==> src/rtl/proc_control.sv <==
// Sequencing controller for a small bus-based processor: fetch in T0, execute in T1..T3.
// Optional macro PROC_CTRL_MVNZ_EN enables the conditional move (opcode 100, uses GNZ).
module proc_control (
  input  logic        Clock,
  input  logic        Reset,
  input  logic        Run,
  input  logic [8:0]  IR,
  input  logic        GNZ,
  output logic        IRin,
  output logic [7:0]  Rout,
  output logic        Gout,
  output logic        DINout,
  output logic [7:0]  Rin,
  output logic        Ain,
  output logic        Gin,
  output logic        AddSub,
  output logic        Done,
  output logic [15:0] ICount
);

  // state | meaning
  // T0    | idle / fetch: IR loads from DIN while Run is high
  // T1    | execute step 1 (mv, mvi, mvnz finish here; add/sub load A)
  // T2    | add/sub: operand Ry through the ALU into G
  // T3    | add/sub: G written back to Rx
  typedef enum logic [1:0] {T0, T1, T2, T3} state_t;

  localparam logic [2:0] OP_MV   = 3'b000;
  localparam logic [2:0] OP_MVI  = 3'b001;
  localparam logic [2:0] OP_ADD  = 3'b010;
  localparam logic [2:0] OP_SUB  = 3'b011;
  localparam logic [2:0] OP_MVNZ = 3'b100;

  state_t      state, state_nxt;
  logic [15:0] icount;
  logic [2:0]  opcode, rx, ry;

  logic        irin_c, gout_c, dinout_c, ain_c, gin_c, addsub_c, done_c;
  logic [7:0]  rout_c, rin_c;

  assign opcode = IR[8:6];
  assign rx     = IR[5:3];
  assign ry     = IR[2:0];

  // R0 sits in the MSB of the select buses
  function automatic logic [7:0] reg_sel(input logic [2:0] r);
    return 8'b1000_0000 >> r;
  endfunction

`ifndef PROC_CTRL_MVNZ_EN
  logic unused_gnz;
  assign unused_gnz = GNZ;
`endif

  always_ff @(posedge Clock or posedge Reset) begin
    if (Reset) begin
      state  <= T0;
      icount <= 16'h0000;
    end else begin
      state <= state_nxt;
      if (Done) icount <= icount + 16'h0001;
    end
  end

  always_comb begin
    state_nxt = T0;
    irin_c    = 1'b0;
    rout_c    = 8'h00;
    gout_c    = 1'b0;
    dinout_c  = 1'b0;
    rin_c     = 8'h00;
    ain_c     = 1'b0;
    gin_c     = 1'b0;
    addsub_c  = 1'b0;
    done_c    = 1'b0;
    unique case (state)
      T0: begin
        irin_c    = Run;
        state_nxt = Run ? T1 : T0;
      end
      T1: begin
        case (opcode)
          OP_MV: begin
            rout_c = reg_sel(ry);
            rin_c  = reg_sel(rx);
            done_c = 1'b1;
          end
          OP_MVI: begin
            dinout_c = 1'b1;
            rin_c    = reg_sel(rx);
            done_c   = 1'b1;
          end
          OP_ADD, OP_SUB: begin
            rout_c    = reg_sel(rx);
            ain_c     = 1'b1;
            state_nxt = T2;
          end
`ifdef PROC_CTRL_MVNZ_EN
          OP_MVNZ: begin
            if (GNZ) begin
              rout_c = reg_sel(ry);
              rin_c  = reg_sel(rx);
            end
            done_c = 1'b1;
          end
`endif
          default: done_c = 1'b1;
        endcase
      end
      T2: begin
        rout_c    = reg_sel(ry);
        gin_c     = 1'b1;
        addsub_c  = (opcode == OP_SUB);
        state_nxt = T3;
      end
      T3: begin
        gout_c   = 1'b1;
        rin_c    = reg_sel(rx);
        addsub_c = (opcode == OP_SUB);
        done_c   = 1'b1;
      end
      default: state_nxt = T0;
    endcase
  end

  // Reset must silence everything at once, including IRin which follows Run
  assign IRin   = irin_c   & ~Reset;
  assign Rout   = rout_c   & {8{~Reset}};
  assign Gout   = gout_c   & ~Reset;
  assign DINout = dinout_c & ~Reset;
  assign Rin    = rin_c    & {8{~Reset}};
  assign Ain    = ain_c    & ~Reset;
  assign Gin    = gin_c    & ~Reset;
  assign AddSub = addsub_c & ~Reset;
  assign Done   = done_c   & ~Reset;
  assign ICount = icount;

endmodule

==> config.mk <==
export PLATFORM = sky130hd
export DESIGN_NAME = proc_control
export DESIGN_NICKNAME = d
export VERILOG_FILES = /design/src/rtl/proc_control.sv
export SDC_FILE = /design/constraint.sdc
export NUM_CORES = 1
export LEC_CHECK = 0
export ABC_AREA = 1
export BUFFER_PORTS_ARGS = -buffer_cell sky130_fd_sc_hd__buf_2
export CORE_UTILIZATION = 49
export DETAILED_ROUTE_END_ITERATION = 7
export PLACE_DENSITY = 0.84
export SLEW_MARGIN = 0
export SYNTH_ARGS = -nofsm -noshare
export SYNTH_HDL_FRONTEND = slang
export SYNTH_SLANG_ARGS = --single-unit
==> constraint.sdc <==
create_clock -name Clock -period 2 [get_ports Clock]
set_input_delay 0.6 -clock Clock [delete_from_list [all_inputs] [get_ports Clock]]
set_output_delay 0.6 -clock Clock [all_outputs]
set_load 0.005 [all_outputs]
==> results of run 1 <==
[kinds of logic after synthesis]
group,share of synthesized area
flops,0.3166
compound gates,0.04838
buf+inv,0.1187
fa+ha+maj,0.04398
xor+xnor,0.06684
simple gates,0.4055
[timing repair]
action	CTS	global route
pin swaps	10	15
endpoints found under the setup margin	21	22
setup buffers	7	7
cloned	0	0
endpoints found under the hold margin	0	0
gates resized for setup	36	34
[placed cells by master, fill, tap and decap left out, types with 2 or more instances in the layout]
master                      n
sky130_fd_sc_hd__buf_2     49
sky130_fd_sc_hd__nand2_1   42
sky130_fd_sc_hd__inv_1     29
sky130_fd_sc_hd__buf_4     23
sky130_fd_sc_hd__dfrtp_1   17
sky130_fd_sc_hd__nand3_1   14
sky130_fd_sc_hd__nor2_1    11
sky130_fd_sc_hd__buf_6      9
sky130_fd_sc_hd__nand4_1    8
sky130_fd_sc_hd__nor2_2     7
sky130_fd_sc_hd__nand2_4    6
sky130_fd_sc_hd__nor2_4     6
sky130_fd_sc_hd__xnor2_1    5
sky130_fd_sc_hd__nor3_1     5
sky130_fd_sc_hd__nand3_4    4
sky130_fd_sc_hd__nand2_2    4
sky130_fd_sc_hd__xor2_1     4
sky130_fd_sc_hd__inv_2      4
sky130_fd_sc_hd__o21bai_1   4
sky130_fd_sc_hd__ha_4       4
sky130_fd_sc_hd__inv_4      3
sky130_fd_sc_hd__nor4_4     3
sky130_fd_sc_hd__clkbuf_4   3
sky130_fd_sc_hd__nand3_2    2
sky130_fd_sc_hd__o21ai_1    2
[metal layers]
metal | track usage | up-vias
met2 | 0.4940 | 156
met1 | 0.3545 | 831
met5 | 0 | -
li1 | - | 799
met3 | 0.1047 | 44
met4 | 0.1951 | 0
[registers in the layout, summed over array words and instances (netlist names)]
signal and count:
ICount 16, state 2
[worst register-to-register path: stages (launching register included)]
cell	delay [ns]
sky130_fd_sc_hd__dfrtp_1	0.41
sky130_fd_sc_hd__buf_4	0.15
sky130_fd_sc_hd__buf_6	0.13
sky130_fd_sc_hd__ha_4	0.16
sky130_fd_sc_hd__nand2_4	0.08
sky130_fd_sc_hd__buf_6	0.13
sky130_fd_sc_hd__nand2_8	0.05
sky130_fd_sc_hd__buf_4	0.21
sky130_fd_sc_hd__nand3_1	0.12
sky130_fd_sc_hd__nand2_1	0.08
sky130_fd_sc_hd__nand2_1	0.07
sky130_fd_sc_hd__inv_1	0.04
[per-stage QoR]
stage | utilization | area, sq um | power [mW] | worst slack (ns)
after floorplan | - | 1425 | 0.9587 | 0.09369
after global placement | 0.6652 | 1834 | 1.181 | -0.1037
after detailed placement | 0.6652 | 1834 | 1.204 | -0.1949
after CTS | 0.7468 | 2059 | 1.655 | -0.2247
after global routing | 0.8172 | 2253 | 2.055 | -0.4510
final | 0.8172 | 2253 | 1.962 | -0.3390
[layout make-up]
type / count / area, sq um / area share
Sequential cell: 18 / 451.7 / 0.2004
Timing Repair Buffer: 82 / 539.3 / 0.2393
Tap cell: 31 / 38.79 / 0.01721
Multi-Input combinational cell: 142 / 1033 / 0.4586
Inverter: 37 / 153.9 / 0.06830
Clock buffer: 4 / 36.28 / 0.01610
[report_power, final]
part	leakage [nW]	internal, mW	switching (mW)	total (mW)
combinational	0.950	0.550	0.641	1.19
clock	0.0210	0.111	0.121	0.232
sequential	0.217	0.441	0.0975	0.539
[worst paths after layout]
path                                start         end
worst max-delay path             state[1]     Rout[3]
worst min-delay path                Reset   ICount[9]
worst max register to register   state[1]  ICount[15]
worst min register to register  ICount[0]   ICount[0]
max in group asynchronous           Reset    state[0]
min in group Clock              ICount[0]   ICount[0]
==> impl_metrics.prom, run 1 <==
# TYPE chip_impl_metric gauge
chip_impl_info{name="run_status",value="finished, violations left"} 1
chip_impl_info{name="failed_checks",value="setup timing"} 1
chip_impl_info{name="critical_path.slowest_cell",value="sky130_fd_sc_hd__dfrtp_1"} 1
chip_impl_metric{name="synth_top_cell_area_share",unit=""} 0.3166
chip_impl_metric{name="initial_utilization",unit=""} 0.5159
chip_impl_metric{name="floorplan.die_area",unit="sq um"} 3123
chip_impl_metric{name="slew_at_the_pin_closest_to_its_max_slew_limit",unit="ns"} 0.5079
chip_impl_metric{name="number_of_cells_after_detailed_placement",unit=""} 298
chip_impl_metric{name="detail-route-antenna-nets",unit=""} 0
chip_impl_metric{name="routed_wl",unit="microns"} 5595
chip_impl_metric{name="pin_count_of_the_biggest_net_entering_global_routing",unit=""} 19
chip_impl_info{name="count_leader_synth",value="sky130_fd_sc_hd__nand2_1"} 1
chip_impl_metric{name="hold_ws",unit="ns"} 0.5265
chip_impl_info{name="timing_worst_setup_path_type",value="reg -> out"} 1
chip_impl_metric{name="met3_wirelength",unit="microns"} 438
chip_impl_info{name="grt_setup_unrepaired",value="true"} 1
chip_impl_info{name="synth_top_cells_by_count",value="47 x sky130_fd_sc_hd__nand2_1, 36 x sky130_fd_sc_hd__inv_1, 19 x sky130_fd_sc_hd__nand3_1, 19 x sky130_fd_sc_hd__nor2_1, 18 x sky130_fd_sc_hd__dfrtp_1"} 1
chip_impl_metric{name="met2_wire_length",unit="microns"} 2690
chip_impl_info{name="cell_chain_of_the_critical_path",value="inv_2 -> ha_4 -> buf_6 -> nand3_4 -> nand2_4 -> nand4_1 -> a21oi_2 -> buf_2"} 1
chip_impl_metric{name="worst-path-max-fanout",unit=""} 5
chip_impl_metric{name="ir_worst_vdd",unit="mV"} 0.8377
chip_impl_metric{name="cpPeakStageDelay",unit="ns"} 0.41
chip_impl_metric{name="syn-mean-instance-area",unit="sq um"} 7.113
chip_impl_metric{name="clkTransAtPathRegs",unit="ns"} 0.10
chip_impl_metric{name="cts_buffers",unit=""} 3
chip_impl_info{name="topRoutingLayerUsed",value="met4"} 1
chip_impl_metric{name="detailed_place_hpwl",unit="microns"} 2636
chip_impl_info{name="cp-start-kind",value="register"} 1
chip_impl_metric{name="drt_first_pass_iters",unit=""} 5
chip_impl_metric{name="relSlewSlack",unit=""} 0.6588
chip_impl_metric{name="remaining_drc_errors",unit=""} 0
chip_impl_metric{name="synth.yosys.seq_area_share",unit=""} 0.3166
chip_impl_metric{name="pwr_density_cell",unit="nW/um^2"} 870.6
chip_impl_metric{name="timing.setup.tns",unit="ns"} -5.329
chip_impl_metric{name="fmax",unit="MHz"} 427.5
chip_impl_metric{name="antenna_found_initial",unit=""} 0
chip_impl_metric{name="number_of_standard_cells_in_the_layout_taps_in_and_fillers_out",unit=""} 314
chip_impl_metric{name="fp.coreArea",unit="sq um"} 2758
chip_impl_metric{name="die_width",unit="microns"} 55.88
chip_impl_metric{name="area_growth_syn_to_layout",unit="%"} 58.40
chip_impl_metric{name="worstPathBufferInverterCount",unit=""} 3
chip_impl_metric{name="post_route_cells_drive_above_1_share",unit=""} 0.4841
chip_impl_metric{name="synth_nets",unit=""} 218
chip_impl_metric{name="portBuffers",unit=""} 50
chip_impl_metric{name="nets",unit=""} 302
chip_impl_metric{name="floorplan.io_pins",unit=""} 52
chip_impl_metric{name="h-tree-depth",unit=""} 1
chip_impl_metric{name="skew",unit="ns"} 0.001445
chip_impl_metric{name="syn-instance-count",unit=""} 200
chip_impl_metric{name="cts_sinks",unit=""} 18
chip_impl_metric{name="synth-edff-count",unit=""} 0
chip_impl_metric{name="drv.max_cap_violation_count",unit=""} 0
chip_impl_metric{name="finalHoldViolations",unit=""} 0
chip_impl_metric{name="rr_worst_depth",unit=""} 11
chip_impl_metric{name="antenna-diode-count",unit=""} 0
chip_impl_info{name="ys_top_cells_by_area",value="sky130_fd_sc_hd__dfrtp_1 32%, sky130_fd_sc_hd__nand2_1 12%, sky130_fd_sc_hd__inv_1 9.5%"} 1
chip_impl_metric{name="netlist_area",unit="sq um"} 1423
chip_impl_metric{name="cts_hold_repair.buffers",unit=""} 0
chip_impl_metric{name="fin_ws",unit="ns"} -0.3390
chip_impl_metric{name="synth-async-reset-ratio",unit=""} 1.000
chip_impl_info{name="synth_area_leader_cell",value="sky130_fd_sc_hd__dfrtp_1"} 1
chip_impl_info{name="min-delay-path-class",value="in -> async"} 1
chip_impl_metric{name="leakage_power_summed_over_all_cells",unit="nW"} 1.187
chip_impl_metric{name="num-fill-cells",unit=""} 152
chip_impl_metric{name="die_h",unit="microns"} 55.88
chip_impl_metric{name="synth_seq_cells",unit=""} 18
chip_impl_metric{name="floorplan.rows",unit=""} 19
chip_impl_info{name="cpLargestDelayFamily",value="flip-flops"} 1
chip_impl_metric{name="detail_route.wl_per_cell",unit="microns"} 17.82
chip_impl_metric{name="layout_min_cycle_time",unit="ns"} 2.339
chip_impl_info{name="tritoncts",value="yes"} 1
chip_impl_metric{name="m1WireLength",unit="microns"} 2097
chip_impl_metric{name="clk_path_buf_depth",unit=""} 2
chip_impl_metric{name="critical_path_cell_count",unit=""} 8
chip_impl_metric{name="drt_first_iter_violations",unit=""} 147
chip_impl_metric{name="post_synth_num_cell_types",unit=""} 28
chip_impl_metric{name="drt_via_density",unit=""} 5.828
chip_impl_metric{name="remaining_global_route_overflow",unit=""} 0
chip_impl_metric{name="clk_latency",unit="ns"} 0.30
chip_impl_metric{name="route.vias.total",unit=""} 1830
chip_impl_metric{name="setup_viol",unit=""} 21
chip_impl_metric{name="first_global_vias",unit=""} 1637
chip_impl_metric{name="final_min_period_over_clock_period",unit=""} 1.170
chip_impl_metric{name="worst-endpoint-arrival",unit="ns"} 1.74
chip_impl_info{name="worst_setup_path_end_kind",value="output pin"} 1
chip_impl_metric{name="finalWeightedCongestion",unit=""} 0.8549
chip_impl_metric{name="first_pass_grt_wire_length",unit="microns"} 7479
chip_impl_metric{name="worstPathRequired",unit="ns"} 1.40
chip_impl_metric{name="regToRegSetupSlack",unit="ns"} 0.27
chip_impl_metric{name="grt_use_total",unit=""} 0.3092
chip_impl_info{name="clock_tree.root_cell",value="sky130_fd_sc_hd__clkbuf_4"} 1
chip_impl_info{name="synthFlopType",value="sky130_fd_sc_hd__dfrtp_1"} 1
chip_impl_metric{name="timing.final.max_slew_violations",unit=""} 0
chip_impl_metric{name="yosysWarningCount",unit=""} 0
No activity file was read; power rests on OpenSTA's default activity.
==> inputs of run 2 (changes only) <==
Settings changed: REMOVE_ABC_BUFFERS from default to 1.
==> run 2 against run 1 <==
Combinational power shrank 21%. Flip-flop and latch count is the same. First-iteration DRC count shrank 51%. The flow still finishes with violations (setup timing). Count of clock-buffer cells in the layout is the same. Via count shrank 11%. Clock power is essentially flat. Design area shrank 7.9%. Critical path depth grew 1. Sequential share of layout area grew 1.7 points. Utilization shrank 6.4 points. Setup slack gained 0.036 ns.
==> impl_metrics.prom, run 2 (same netlist as run 1, synthesis figures left out) <==
# TYPE chip_impl_metric gauge
chip_impl_info{name="grt_setup_unrepaired",value="true"} 1
chip_impl_metric{name="fmax",unit="MHz"} 434.2
chip_impl_metric{name="floorplan.rows",unit=""} 19
chip_impl_metric{name="cts_buffers",unit=""} 3
chip_impl_metric{name="clock_power_share",unit=""} 0.135
chip_impl_metric{name="worstPathRequired",unit="ns"} 1.40
chip_impl_metric{name="h-tree-depth",unit=""} 1
chip_impl_metric{name="antenna-diode-count",unit=""} 0
chip_impl_metric{name="largest_register_ff_count",unit=""} 16
chip_impl_metric{name="pin_count_of_the_biggest_net_entering_global_routing",unit=""} 19
chip_impl_metric{name="timing.final.max_slew_violations",unit=""} 0
chip_impl_metric{name="detail-route-antenna-nets",unit=""} 0
chip_impl_metric{name="detailed_place_hpwl",unit="microns"} 2632
chip_impl_metric{name="power_switching",unit="mW"} 0.7326
chip_impl_metric{name="remaining_global_route_overflow",unit=""} 0
chip_impl_metric{name="floorplan.die_area",unit="sq um"} 3123
chip_impl_metric{name="grt_use_total",unit=""} 0.2530
chip_impl_metric{name="p_int",unit="mW"} 0.9705
chip_impl_metric{name="pwr_density_cell",unit="nW/um^2"} 820.5
chip_impl_metric{name="clk_latency",unit="ns"} 0.30
chip_impl_metric{name="fin_ws",unit="ns"} -0.3030
chip_impl_info{name="cell_chain_of_the_critical_path",value="inv_2 -> ha_4 -> buf_6 -> nand3_4 -> nand2_4 -> inv_4 -> buf_6 -> nor2_1 -> buf_2"} 1
chip_impl_metric{name="drt_first_pass_iters",unit=""} 4
chip_impl_metric{name="final_min_period_over_clock_period",unit=""} 1.152
chip_impl_info{name="min-delay-path-class",value="reg -> reg"} 1
chip_impl_metric{name="ir_worst_vdd",unit="mV"} 1.071
chip_impl_metric{name="finalWeightedCongestion",unit=""} 0.8865
chip_impl_metric{name="die_h",unit="microns"} 55.88
chip_impl_metric{name="postLayoutCoreUtil",unit=""} 0.7527
chip_impl_metric{name="portBuffers",unit=""} 50
chip_impl_metric{name="slew_at_the_pin_closest_to_its_max_slew_limit",unit="ns"} 0.2990
chip_impl_metric{name="drv.max_cap_violation_count",unit=""} 0
chip_impl_metric{name="worst-path-max-fanout",unit=""} 5
chip_impl_info{name="timing_worst_setup_path_type",value="reg -> out"} 1
chip_impl_info{name="top_library_cells_by_usage_in_the_layout_fill_and_taps_aside",value="50 x sky130_fd_sc_hd__buf_2, 42 x sky130_fd_sc_hd__nand2_1, 30 x sky130_fd_sc_hd__inv_1, 19 x sky130_fd_sc_hd__buf_4, 17 x sky130_fd_sc_hd__dfrtp_1"} 1
chip_impl_metric{name="finalHoldViolations",unit=""} 0
chip_impl_metric{name="nets",unit=""} 294
chip_impl_metric{name="seq_power_share",unit=""} 0.314
chip_impl_info{name="cp-start-kind",value="register"} 1
chip_impl_metric{name="routed_wl",unit="microns"} 4162
chip_impl_info{name="critical_path.slowest_cell",value="sky130_fd_sc_hd__dfrtp_1"} 1
chip_impl_metric{name="worst-endpoint-arrival",unit="ns"} 1.70
chip_impl_metric{name="post_route_cells_drive_above_1_share",unit=""} 0.4509
chip_impl_metric{name="setup_viol",unit=""} 21
chip_impl_metric{name="clk_path_buf_depth",unit=""} 2
chip_impl_metric{name="drt_via_density",unit=""} 5.310
chip_impl_metric{name="layout_min_cycle_time",unit="ns"} 2.303
chip_impl_metric{name="clkTransAtPathRegs",unit="ns"} 0.10
chip_impl_info{name="final_common_cell",value="sky130_fd_sc_hd__buf_2"} 1
chip_impl_metric{name="route.vias.total",unit=""} 1625
chip_impl_metric{name="drt_first_iter_violations",unit=""} 72
chip_impl_metric{name="initial_utilization",unit=""} 0.5159
chip_impl_metric{name="remaining_drc_errors",unit=""} 0
chip_impl_metric{name="detail_route.wl_per_cell",unit="microns"} 13.60
chip_impl_info{name="failed_checks",value="setup timing"} 1
chip_impl_metric{name="cpPeakStageDelay",unit="ns"} 0.42
chip_impl_metric{name="relSlewSlack",unit=""} 0.7992
chip_impl_info{name="run_status",value="finished, violations left"} 1
chip_impl_metric{name="cts_hold_repair.buffers",unit=""} 0
chip_impl_metric{name="num-fill-cells",unit=""} 200
chip_impl_metric{name="first_global_vias",unit=""} 1478
chip_impl_metric{name="leakage_power_summed_over_all_cells",unit="nW"} 1.122
chip_impl_info{name="tritoncts",value="yes"} 1
chip_impl_metric{name="first_pass_grt_wire_length",unit="microns"} 6354
chip_impl_metric{name="floorplan.io_pins",unit=""} 52
chip_impl_info{name="clock_tree.root_cell",value="sky130_fd_sc_hd__clkbuf_4"} 1
chip_impl_info{name="critical-path-top-cell-by-count",value="sky130_fd_sc_hd__buf_6"} 1
chip_impl_metric{name="comb_power_share",unit=""} 0.551
chip_impl_metric{name="antenna_found_initial",unit=""} 0
chip_impl_metric{name="area_growth_syn_to_layout",unit="%"} 45.91
chip_impl_metric{name="fp.coreArea",unit="sq um"} 2758
chip_impl_metric{name="switching_power_as_a_share_of_total_power",unit=""} 0.4302
chip_impl_metric{name="hold_ws",unit="ns"} 0.5247
chip_impl_metric{name="die_width",unit="microns"} 55.88
chip_impl_metric{name="cts_sinks",unit=""} 18
chip_impl_info{name="worst_setup_path_end_kind",value="output pin"} 1
chip_impl_metric{name="skew",unit="ns"} 0.008857
[run 2: cell count changes in the layout (fill, tap and decap cells not counted), moves of 2 or more]
cell	delta
sky130_fd_sc_hd__buf_6	-4
sky130_fd_sc_hd__nor4_2	+2
sky130_fd_sc_hd__nand3_1	+2
sky130_fd_sc_hd__nor4_4	-3
sky130_fd_sc_hd__buf_4	-4
sky130_fd_sc_hd__nor2_4	-3
sky130_fd_sc_hd__nor2_2	+2
[run 2: timing repair]
item / in CTS / in global routing
pin swaps: 7 / 7
resized for setup: 22 / 25
setup buffers: 3 / 0
setup endpoints to repair: 21 / 21
[run 2: metrics by stage]
step	instances	area [sq um]	setup TNS, ns	setup slack, ns	total power [mW]
global route	306	2076	-5.247	-0.3610	1.813
global placement	299	1839	-1.153	-0.1207	1.197
floorplan	197	1393	-0.1066	-0.03555	0.9249
finish	306	2076	-3.914	-0.3030	1.703
CTS	306	1976	-3.174	-0.2317	1.603
detailed placement	299	1839	-1.184	-0.1449	1.221
[run 2: worst paths after layout]
kind	depth (start not counted)	endpoint	start	slack, ns
worst max-delay path	9	Rin[2]	state[1]	-0.30
worst min-delay path	2	ICount[14]	ICount[14]	0.52
worst max register to register	8	ICount[9]	state[1]	0.33
worst min register to register	2	ICount[14]	ICount[14]	0.52
max in group asynchronous	4	state[0]	Reset	1.22
min in group asynchronous	4	ICount[3]	Reset	0.56
[run 2: layer usage]
metal / up-vias / wire [microns] / GRT usage / share of wire
li1: 784 / - / - / -
met1: 748 / 1766 / 0.3309 / 0.42
met2: 77 / 2062 / 0.4045 / 0.50
met3: 16 / 189 / 0.05581 / 0.045
met4: 0 / 144 / 0.1080 / 0.035
met5: - / 0 / 0 / 0
[run 2: layout make-up]
type / instances / area [sq um] / share of cell area
Multi-Input combinational cell: 142 / 955.9 / 0.4605
Timing Repair Buffer: 74 / 449.2 / 0.2164
Clock buffer: 4 / 36.28 / 0.01748
Inverter: 37 / 143.9 / 0.06932
Tap cell: 31 / 38.79 / 0.01869
Sequential cell: 18 / 451.7 / 0.2176
[run 2: worst max-delay path, delay by kind of cell (launching register included)]
family | cells | cell delay (ns)
flops | 1 | 0.42
fa+ha+maj | 1 | 0.18
buf+inv | 5 | 0.54
simple gates | 3 | 0.27
[run 2: power by group through the flow]
stage / logic [mW] / registers [mW] / clock network (mW)
2_1_floorplan: 0.397 / 0.528 / 0
4_1_cts: 0.843 / 0.529 / 0.231
6_report: 0.939 / 0.534 / 0.230
5_1_grt: 1.02 / 0.546 / 0.248
3_5_place_dp: 0.693 / 0.528 / 0
3_3_place_gp: 0.675 / 0.522 / 0
==> inputs of run 3 (changes only) <==
Settings changed: CAP_MARGIN from default to 30, TNS_END_PERCENT from default to 50.
==> run 3 against run 2 <==
The run still ends with setup timing left. Critical path type unchanged. Critical endpoint is now Rin[4]. Via count is 0.55% higher. Die area stayed put. Global-route usage is 0.35 points higher. Largest cell class unchanged. Cell count stayed put.
==> impl_metrics.prom, run 3 (same netlist as run 1, synthesis figures left out) <==
# TYPE chip_impl_metric gauge
chip_impl_metric{name="seq_power_share",unit=""} 0.314
chip_impl_metric{name="switching_power_as_a_share_of_total_power",unit=""} 0.4282
chip_impl_metric{name="drt_via_density",unit=""} 5.340
chip_impl_metric{name="fmax",unit="MHz"} 440.1
chip_impl_metric{name="fin_ws",unit="ns"} -0.2723
chip_impl_metric{name="comb_power_share",unit=""} 0.550
chip_impl_info{name="final_common_cell",value="sky130_fd_sc_hd__buf_2"} 1
chip_impl_metric{name="layout_min_cycle_time",unit="ns"} 2.272
chip_impl_metric{name="hold_ws",unit="ns"} 0.5248
chip_impl_metric{name="area_growth_syn_to_layout",unit="%"} 44.86
chip_impl_metric{name="p_int",unit="mW"} 0.9707
chip_impl_metric{name="number_of_cells_after_detailed_placement",unit=""} 299
chip_impl_info{name="regToRegStartpoint",value="state[1]"} 1
chip_impl_info{name="cp-start-kind",value="register"} 1
chip_impl_metric{name="h-tree-depth",unit=""} 1
chip_impl_metric{name="first_pass_grt_wire_length",unit="microns"} 6417
chip_impl_metric{name="die_h",unit="microns"} 55.88
chip_impl_info{name="tritoncts",value="yes"} 1
chip_impl_metric{name="clk_latency",unit="ns"} 0.30
chip_impl_metric{name="remaining_drc_errors",unit=""} 0
chip_impl_metric{name="clock_power_share",unit=""} 0.136
chip_impl_metric{name="first_global_vias",unit=""} 1461
chip_impl_info{name="worst_setup_path_end_kind",value="output pin"} 1
chip_impl_metric{name="initial_utilization",unit=""} 0.5159
chip_impl_metric{name="portBuffers",unit=""} 50
chip_impl_metric{name="setup_viol",unit=""} 21
chip_impl_metric{name="clk_path_buf_depth",unit=""} 2
chip_impl_metric{name="largest_register_ff_count",unit=""} 16
chip_impl_metric{name="clkTransAtPathRegs",unit="ns"} 0.11
chip_impl_metric{name="slew_at_the_pin_closest_to_its_max_slew_limit",unit="ns"} 0.4197
chip_impl_metric{name="routed_wl",unit="microns"} 4158
chip_impl_metric{name="cts_sinks",unit=""} 18
chip_impl_metric{name="drt_first_pass_iters",unit=""} 4
chip_impl_metric{name="floorplan.io_pins",unit=""} 52
chip_impl_info{name="failed_checks",value="setup timing"} 1
chip_impl_metric{name="worst-path-max-fanout",unit=""} 5
chip_impl_info{name="clock_tree.root_cell",value="sky130_fd_sc_hd__clkbuf_4"} 1
chip_impl_metric{name="grt_use_total",unit=""} 0.2564
chip_impl_metric{name="cts_hold_repair.buffers",unit=""} 0
chip_impl_info{name="worstReg2RegEnd",value="ICount[13]"} 1
chip_impl_metric{name="finalHoldViolations",unit=""} 0
chip_impl_metric{name="route.vias.total",unit=""} 1634
chip_impl_metric{name="drv.max_cap_violation_count",unit=""} 0
chip_impl_metric{name="remaining_global_route_overflow",unit=""} 0
chip_impl_metric{name="timing.setup.tns",unit="ns"} -3.626
chip_impl_metric{name="relSlewSlack",unit=""} 0.7180
chip_impl_metric{name="leakage_power_summed_over_all_cells",unit="nW"} 1.120
chip_impl_metric{name="post_route_cells_drive_above_1_share",unit=""} 0.4400
chip_impl_metric{name="pin_count_of_the_biggest_net_entering_global_routing",unit=""} 19
chip_impl_info{name="grt_setup_unrepaired",value="true"} 1
chip_impl_metric{name="fp.coreArea",unit="sq um"} 2758
chip_impl_metric{name="antenna_found_initial",unit=""} 0
chip_impl_metric{name="number_of_standard_cells_in_the_layout_taps_in_and_fillers_out",unit=""} 306
chip_impl_metric{name="detailed_place_hpwl",unit="microns"} 2632
chip_impl_info{name="crit_path_start",value="state[1]"} 1
chip_impl_metric{name="worst-endpoint-arrival",unit="ns"} 1.67
chip_impl_info{name="top_library_cells_by_usage_in_the_layout_fill_and_taps_aside",value="50 x sky130_fd_sc_hd__buf_2, 42 x sky130_fd_sc_hd__nand2_1, 30 x sky130_fd_sc_hd__inv_1, 20 x sky130_fd_sc_hd__buf_4, 17 x sky130_fd_sc_hd__dfrtp_1"} 1
chip_impl_metric{name="floorplan.die_area",unit="sq um"} 3123
chip_impl_metric{name="detail-route-antenna-nets",unit=""} 0
chip_impl_metric{name="drt_first_iter_violations",unit=""} 68
chip_impl_metric{name="timing.final.max_slew_violations",unit=""} 0
chip_impl_info{name="run_status",value="finished, violations left"} 1
chip_impl_info{name="min-delay-path-class",value="reg -> reg"} 1
chip_impl_metric{name="die_width",unit="microns"} 55.88
chip_impl_metric{name="nets",unit=""} 294
chip_impl_metric{name="rr_worst_depth",unit=""} 9
chip_impl_info{name="critical_path.endpoint",value="Rin[4]"} 1
chip_impl_metric{name="power_switching",unit="mW"} 0.7270
chip_impl_metric{name="ir_worst_vdd",unit="mV"} 1.010
chip_impl_metric{name="floorplan.rows",unit=""} 19
chip_impl_info{name="min_from",value="ICount[6]"} 1
chip_impl_metric{name="skew",unit="ns"} 0.01221
chip_impl_metric{name="regToRegSetupSlack",unit="ns"} 0.31
chip_impl_metric{name="pwr_density_cell",unit="nW/um^2"} 823.8
chip_impl_metric{name="cts_buffers",unit=""} 3
chip_impl_metric{name="worstPathRequired",unit="ns"} 1.40
chip_impl_metric{name="finalWeightedCongestion",unit=""} 0.8865
chip_impl_metric{name="totalPowerFinal",unit="mW"} 1.698
chip_impl_metric{name="antenna-diode-count",unit=""} 0
chip_impl_metric{name="final_min_period_over_clock_period",unit=""} 1.136
chip_impl_info{name="timing_worst_setup_path_type",value="reg -> out"} 1
chip_impl_metric{name="detail_route.wl_per_cell",unit="microns"} 13.59
## run 3: cell counts in the layout (fill, tap and decap cells not counted)
No cell type changed its count.
## run 3: worst min-delay path by stage
| stage | depth (start not counted) | end | slack [ns] |
|---|---|---|---|
| 6_report | 1 | ICount[6] | 0.52 |
| 3_3_place_gp | 2 | ICount[14] | 0.48 |
| 5_1_grt | 1 | ICount[0] | 0.56 |
| 3_5_place_dp | 2 | ICount[14] | 0.51 |
| 4_1_cts | 1 | ICount[6] | 0.53 |
| 2_1_floorplan | 1 | ICount[0] | 0.48 |
## run 3: layer usage
| metal | GRT usage | wire [microns] | vias up | share of wire |
|---|---|---|---|---|
| li1 | - | - | 788 | - |
| met1 | 0.3383 | 1669 | 756 | 0.40 |
| met2 | 0.4217 | 2122 | 80 | 0.51 |
| met3 | 0.05116 | 267 | 10 | 0.064 |
| met4 | 0.08711 | 99 | 0 | 0.024 |
| met5 | 0 | 0 | - | 0 |
## run 3: worst max-delay path, cell delays in order, from the launching register on
cell and delay, ns:
sky130_fd_sc_hd__dfrtp_1 0.41, sky130_fd_sc_hd__inv_2 0.09, sky130_fd_sc_hd__ha_4 0.18, sky130_fd_sc_hd__buf_6 0.12
sky130_fd_sc_hd__nand3_4 0.08, sky130_fd_sc_hd__nand2_4 0.08, sky130_fd_sc_hd__inv_4 0.05, sky130_fd_sc_hd__buf_6 0.12
sky130_fd_sc_hd__nor2_1 0.11, sky130_fd_sc_hd__buf_2 0.13
## run 3: timing repair
item                                   in CTS  in global routing
gates resized for setup                    21                 21
setup buffers                               3                  1
pin swaps                                   7                 12
setup endpoints to repair                  21                 21
gates cloned                                0                  0
endpoints found under the hold margin       0                  0
## run 3: final cells by class
class / instances / area (sq um)
Clock buffer: 4 / 36.28
Fill cell: 202 / 696.9
Inverter: 37 / 141.4
Multi-Input combinational cell: 142 / 947.2
Sequential cell: 18 / 451.7
Tap cell: 31 / 38.79
Timing Repair Buffer: 74 / 445.4
## run 3: power groups by stage
stage               clock network (mW)  registers [mW]  logic, mW
finish                           0.231           0.533      0.934
global placement                     0           0.522      0.675
CTS                              0.231           0.529      0.834
global route                     0.249           0.544       1.01
floorplan                            0           0.528      0.397
detailed placement                   0           0.528      0.693
## run 3: per-stage QoR
step / util / worst slack [ns] / instance area [sq um]
4_1_cts: 0.7151 / -0.2317 / 1972
2_1_floorplan: - / -0.03555 / 1393
5_1_grt: 0.7473 / -0.3525 / 2061
3_3_place_gp: 0.6670 / -0.1207 / 1839
3_5_place_dp: 0.6670 / -0.1449 / 1839
6_report: 0.7473 / -0.2723 / 2061
